--- config.mk ---
export PLATFORM = sky130hd
export DESIGN_NAME = alu
export DESIGN_NICKNAME = d
export VERILOG_FILES = /design/src/rtl/alu.sv
export SDC_FILE = /design/constraint.sdc
export NUM_CORES = 1
export LEC_CHECK = 0
export CORE_ASPECT_RATIO = 0.8
export CORE_MARGIN = 3
export CORE_UTILIZATION = 34
export DETAILED_ROUTE_END_ITERATION = 12
export PLACE_DENSITY = 0.55
export SLEW_MARGIN = 20
export SYNTH_ARGS = -nofsm -noshare
export SYNTH_HDL_FRONTEND = slang
export SYNTH_SLANG_ARGS = --single-unit
--- constraint.sdc ---
create_clock -name clk -period 6.55 [get_ports clk]
set_input_delay 1.31 -clock clk [delete_from_list [all_inputs] [get_ports clk]]
set_output_delay 1.31 -clock clk [all_outputs]
set_load 0.1 [all_outputs]
--- src/rtl/alu.sv ---
// RV32I execute-stage ALU: combinational result/branch plus a registered copy.
// Define ALU_ZERO_FLAG_EN to add the zero / zero_q outputs.
module alu (
    input  logic        clk,
    input  logic        rst,
    input  logic [31:0] operand1,
    input  logic [31:0] operand2,
    input  logic [3:0]  op_code,
    output logic [31:0] result,
    output logic        branch,
`ifdef ALU_ZERO_FLAG_EN
    output logic        zero,
    output logic        zero_q,
`endif
    output logic [31:0] result_q,
    output logic        branch_q
);

    typedef enum logic [3:0] {
        OP_ADD  = 4'h0,
        OP_SUB  = 4'h1,
        OP_AND  = 4'h2,
        OP_OR   = 4'h3,
        OP_XOR  = 4'h4,
        OP_SLL  = 4'h5,
        OP_SRA  = 4'h6,
        OP_SRL  = 4'h7,
        OP_SLT  = 4'h8,
        OP_SLTU = 4'h9,
        OP_BEQ  = 4'hA,
        OP_BNE  = 4'hB,
        OP_BGE  = 4'hC,
        OP_BGEU = 4'hD,
        OP_BLT  = 4'hE,
        OP_BLTU = 4'hF
    } op_e;

    logic [4:0] w_shamt;
    logic       w_eq;
    logic       w_lt_s;
    logic       w_lt_u;

    // Only the low five bits of operand2 select the shift distance.
    assign w_shamt = operand2[4:0];
    assign w_eq    = (operand1 == operand2);
    assign w_lt_s  = ($signed(operand1) < $signed(operand2));
    assign w_lt_u  = (operand1 < operand2);

    always_comb begin
        // NOTE: defaults first so every path assigns both outputs and no latch is inferred.
        result = '0;
        branch = 1'b0;
        case (op_e'(op_code))
            OP_ADD:  result = operand1 + operand2;
            OP_SUB:  result = operand1 - operand2;
            OP_AND:  result = operand1 & operand2;
            OP_OR:   result = operand1 | operand2;
            OP_XOR:  result = operand1 ^ operand2;
            OP_SLL:  result = operand1 << w_shamt;
            OP_SRA:  result = 32'($signed(operand1) >>> w_shamt);
            OP_SRL:  result = operand1 >> w_shamt;
            OP_SLT:  result = {31'b0, w_lt_s};
            OP_SLTU: result = {31'b0, w_lt_u};
            OP_BEQ:  branch = w_eq;
            OP_BNE:  branch = ~w_eq;
            OP_BGE:  branch = ~w_lt_s;
            OP_BGEU: branch = ~w_lt_u;
            OP_BLT:  branch = w_lt_s;
            OP_BLTU: branch = w_lt_u;
            default: begin
                result = '0;
                branch = 1'b0;
            end
        endcase
    end

`ifdef ALU_ZERO_FLAG_EN
    assign zero = (result == '0);
`endif

    always_ff @(posedge clk or posedge rst) begin
        if (rst) begin
            // NOTE: non-blocking assignments keep every register sampling pre-edge values.
            result_q <= '0;
            branch_q <= 1'b0;
`ifdef ALU_ZERO_FLAG_EN
            zero_q   <= 1'b1;
`endif
        end else begin
            result_q <= result;
            branch_q <= branch;
`ifdef ALU_ZERO_FLAG_EN
            zero_q   <= zero;
`endif
        end
    end

endmodule

# [Word-level counts from Yosys, hierarchy flattened]
# Cells that the tools add are included.
[word_totals] regBits=33 in_bits=70 output_inout_bits=66
[classes] n_mux=2 addsub=2 bitwise_logic=6 shift=3 n_eq_ne=16 reduce_logical=1 n_lt_le_gt_ge=2
[ops] cell="one-hot mux 32 bit (10 select lines)" n=1
[ops] cell="< comparator 32 bit" n=2
[ops] cell="adder 32 bit" n=1
[ops] cell="bitwise AND 32 bit" n=1
[ops] cell="== test 32 bit" n=1
[ops] cell="== test 4 bit, second input constant" n=8
[ops] cell="bitwise OR 32 bit" n=1
[ops] cell="left shift 32 x 5 -> 32 bit" n=1
[ops] cell=">> shifter 32 x 5 -> 32 bit" n=1
[ops] cell=">>> shifter 32 x 5 -> 32 bit" n=1
[ops] cell="subtractor 32 bit" n=1
[ops] cell="bitwise XOR 32 bit" n=1
[ops] cell="== test 4 x 3 -> 1 bit, second input constant" n=4
[ops] cell="== test 4 x 2 -> 1 bit, second input constant" n=2
[ops] cell="one-hot mux 1 bit (6 select lines)" n=1
[ops] cell="== test 4 x 1 -> 1 bit, second input constant" n=1
[ops] cell="logical NOT 4 bit" n=1
[ops] cell="inverter 1 bit" n=3

# [Longest topological paths before layout]
[depth] depth_word=3 ltp_mapped=16 depth_no_buf=12

# [Worst setup path before layout]
# OpenSTA, ideal clock, no wires.
[synth_timing] kind="input-to-output" start="input operand2[0]" end="output result[1]" cell_stages=9 setup_slack_ns=-1.398 arrival_ns=6.638 path_cell_list="buf_2 buf_4 buf_4 buf_4 buf_4 buf_2 o21ai_0 mux4_2 o311ai_0"
[synth_between] elab_chain_len=2 elab_cells_between_ends=6 classes_between="2 x add/sub; 3 x shift; 1 x mux"
[synth_rtl] element="start: declaration" line="7" source="input logic [31:0] operand2,"
[synth_rtl] element="subtractor 32 bit, or another cell as far along" line="55" source="OP_SUB: result = operand1 - operand2;"
[synth_rtl] element="one-hot mux 32 bit (10 select lines) (*)" line="53" source="case (op_e'(op_code))"
[synth_rtl] element="end: declaration" line="9" source="output logic [31:0] result,"
# Every way passes the cells marked *; elsewhere a longest branch is shown, timed or not.

# [Final worst setup path]
[layout_timing] start="input operand1[0]" end="output branch"
[layout_between] elab_chain_len=3 elab_cells_between_ends=7 classes_between="2 x order compare; 1 x eq/ne; 1 x mux; 3 x bitwise"
[layout_rtl] element="start: declaration" line="6" source="input logic [31:0] operand1,"
[layout_rtl] element="< comparator 32 bit, or another cell as far along" line="47" source="assign w_lt_u = (operand1 < operand2);"
[layout_rtl] element="inverter 1 bit (on tied branches)" line="67, 65, 66"
[layout_rtl] element="one-hot mux 1 bit (6 select lines) (*)" line="53"
[layout_rtl] element="end: declaration" line="10" source="output logic branch,"
# Marks and branches as above.

==> results.json <==
{
  "wl_per_cell_um": 26.3,
  "p_per_area_mw_per_mm2": 163,
  "first_pass_iters": 5,
  "ys_types": 79,
  "route.top_layer_used": "met4",
  "portBuffers": 135,
  "finalHoldViolations": 0,
  "setup_slack_ps": 123,
  "initial_utilization_pct": 35.0,
  "cts.sinks": 33,
  "grt_pass1_wl_um": 72200,
  "finalPower_uw": 2010,
  "arrival_ps": 5120,
  "core_mm2": 0.0276,
  "vdd_drop_max_uv": 158,
  "fin_area_mm2": 0.0124,
  "p_leak_uw": 0.00532,
  "required_ps": 5240,
  "overflow": 0,
  "cp_slowest_cell": "clkdlybuf4s50_1",
  "setup_viol": 0,
  "netlist_instances": 1356,
  "fillers": 2849,
  "timing.final.crit_share_pct": 98.1,
  "antenna_cells": 0,
  "pre_cts_ws_ps": 189,
  "crit_path_end_kind": "output pin",
  "worstMarginPinSlew_ps": 1010,
  "root_buffer": "clkbuf_16",
  "maxSlewViolCount": 0,
  "p_sw_share_pct": 56.1,
  "syn_area_per_cell_um2": 7.11,
  "multi_input_comb_area_mm2": 0.00806,
  "cp_cell_sequence": "clkdlybuf4s50_1 > inv_1 > ha_1 > fa_1 > nor2_1 > o311a_1 > a21oi_1 > a21oi_1 > a31oi_2 > nor3_1 > a211oi_1 > buf_4 > nor2_1 > mux2i_2 > buf_12",
  "critPathLaunchType": "input pin",
  "fin_crit_ps": 6430,
  "holdWs_ps": 1420,
  "syn_nets": 1525,
  "cp-startpoint": "operand1[0]",
  "die_width_um": 194,
  "relSlewSlack_pct": 32.4,
  "power_frac_clock_pct": 13.6,
  "maxCapViolations": 0,
  "grt_use_total_pct": 31.2,
  "num_vias": 11689,
  "synthArstFlopShare_pct": 100,
  "crit_fanout": 6,
  "routed-wl-met3_um": 4210,
  "wl_met2_um": 21300,
  "run_status": "finished clean",
  "power.internal_uw": 883,
  "cts_buffers": 5,
  "seqCellArea_um2": 826,
  "grt_pass1_vias": 10792,
  "max_freq_ghz": 0.156,
  "syn_area_mm2": 0.00964,
  "dieArea_mm2": 0.0304,
  "place_area_mm2": 0.0122,
  "cts_max_level": 2,
  "clk_pin_slew_ps": 70,
  "drive_gt1_share_pct": 15.7,
  "synthFlopType": "dfrtp_1",
  "yosysWarnings": 0,
  "wl_met1_um": 22000,
  "clockBufferDepth": 2,
  "antenna_left": 0,
  "hold_path_class": "in2async",
  "num_rows": 54,
  "ctsHoldBuffers": 0,
  "synth_edf_count": 0,
  "grt_max_degree": 69,
  "switchingPower_uw": 1130,
  "max_stage_delay_ps": 630,
  "crit_type": "in2out",
  "gp_congestion": 1.00,
  "wl_um": 49200,
  "nets": 1675,
  "ys_ff_latch": 33,
  "p_seq_share_pct": 11.7,
  "die_h_um": 157,
  "tns_ps": 0,
  "antenna_found_initial": 0,
  "ios": 136,
  "power_frac_comb_pct": 74.7,
  "area_growth_pct": 28.4,
  "synth-seq-area-share_pct": 8.57,
  "cp-endpoint": "branch",
  "drtIter0Drc": 1534,
  "cts_tree": "yes",
  "drc": 0,
  "dp_hpwl_um": 39300,
  "routed_via_density": 6.25
}
==> metrics by stage <==
stage | instances | util (%)
after floorplan | 1356 | -
after global placement | 1863 | 44.3
after detailed placement | 1863 | 44.3
after CTS | 1871 | 44.8
after global routing | 1871 | 44.9
final | 1871 | 44.9
==> worst min-delay path by stage <==
stage,start,to,slack (ps),cells after the start
6_report,rst,result_q[21]$_DFF_PP0_,1420,3
3_5_place_dp,rst,result_q[21]$_DFF_PP0_,1770,3
4_1_cts,rst,result_q[21]$_DFF_PP0_,1440,3
5_1_grt,rst,result_q[25]$_DFF_PP0_,1480,3
3_3_place_gp,rst,result_q[25]$_DFF_PP0_,1760,3
2_1_floorplan,rst,branch_q$_DFF_PP0_,1440,1
==> cells by family after synthesis <==
family                   after synthesis  synth area share (%)
XOR/XNOR                              22                  2.00
adder cells (fa/ha/maj)               99                  13.0
multiplexers                         100                  15.6
buffers and inverters                201                  8.64
AND/OR/NAND/NOR                      430                  20.5
AO/OA/AOI/OAI                        471                  31.7
flip-flops                            33                  8.57
==> cell usage in the layout (no fill, tap or decap), types with 15 or more instances in the layout <==
master | synthesis | layout
nor3_1 | 47 | 46
clkdlybuf4s50_1 | 0 | 97
a21o_1 | 16 | 16
inv_1 | 96 | 95
o21bai_1 | 16 | 16
nand3_1 | 34 | 34
a21oi_1 | 125 | 124
mux2i_1 | 45 | 44
a221oi_1 | 16 | 15
nand2_1 | 119 | 119
a211oi_1 | 37 | 37
o21ai_0 | 108 | 101
dfrtp_1 | 33 | 33
xnor2_1 | 17 | 17
mux4_2 | 37 | 37
ha_1 | 97 | 97
mux2_2 | 15 | 15
buf_4 | 9 | 110
nor2_1 | 143 | 143
buf_12 | 0 | 34
o211ai_1 | 24 | 24
==> state kept, by name, summed over array words and instances, names as in the netlist <==
| name | cells |
|---|---|
| branch_q | 1 |
| result_q | 32 |
==> power groups by stage <==
stage | clock, uW | combinational, uW | sequential (uW)
finish | 273 | 1500 | 236
global route | 286 | 1570 | 239
CTS | 283 | 1480 | 236
detailed placement | 0 | 1480 | 240
global placement | 0 | 1480 | 239
floorplan | 0 | 753 | 435
==> worst max-delay path, delay by kind of cell <==
family,cells,cell delay (ps)
buffers and inverters,4,1160
adder cells (fa/ha/maj),2,680
AO/OA/AOI/OAI,5,990
AND/OR/NAND/NOR,3,630
multiplexers,1,340
==> timing repair <==
item / CTS / global route
endpoints found under the setup margin: 0 / 4
hold endpoints to repair: 0 / 0
buffers inserted: 0 / 0
resized for setup: 0 / 5
==> cell usage after synthesis, types with 5 or more instances <==
master | count | area, um^2
nand3_1 | 34 | 170
xor2_1 | 5 | 43.8
a21o_1 | 16 | 120
nand2_1 | 119 | 447
buf_2 | 23 | 115
buf_4 | 9 | 67.6
mux2_2 | 15 | 169
mux2i_1 | 45 | 450
or3_1 | 10 | 62.6
nor2b_1 | 10 | 62.6
nand4_1 | 11 | 68.8
nor4_1 | 13 | 81.3
nor2_1 | 143 | 537
o22ai_1 | 13 | 81.3
a21oi_1 | 125 | 626
nand2b_1 | 14 | 87.6
ha_1 | 97 | 1210
o21a_1 | 5 | 37.5
o31ai_1 | 10 | 75.1
buf_1 | 9 | 33.8
inv_1 | 96 | 360
a31oi_1 | 15 | 93.8
xnor2_1 | 17 | 149
a211o_1 | 5 | 43.8
a22oi_1 | 8 | 60.1
and2_1 | 5 | 31.3
o221ai_1 | 12 | 105
o2111ai_1 | 6 | 52.6
o211a_1 | 9 | 90.1
a21boi_0 | 5 | 37.5
o21bai_1 | 16 | 120
mux4_2 | 37 | 833
a2111oi_0 | 5 | 43.8
a211oi_1 | 37 | 278
a221oi_1 | 16 | 140
nor3_1 | 47 | 235
clkbuf_1 | 59 | 221
o21ai_0 | 108 | 541
o211ai_1 | 24 | 180
dfrtp_1 | 33 | 826
==> routing by layer <==
layer  global-route usage [%]  up-vias
li1                         -     5330
met1                     45.3     5595
met2                     47.8      686
met3                     4.84       78
met4                     9.60        0
met5                        0        -
==> cell type report <==
cell class / count / area share (%)
clock buffers: 7 / 1.23
clock inverters: 1 / 0.0405
inverters: 99 / 3.00
multi-input cells: 1122 / 65.2
flip-flops and latches: 33 / 6.67
well taps: 364 / 3.68
repair buffers: 245 / 20.2
No activity file was read; power rests on OpenSTA's default activity.
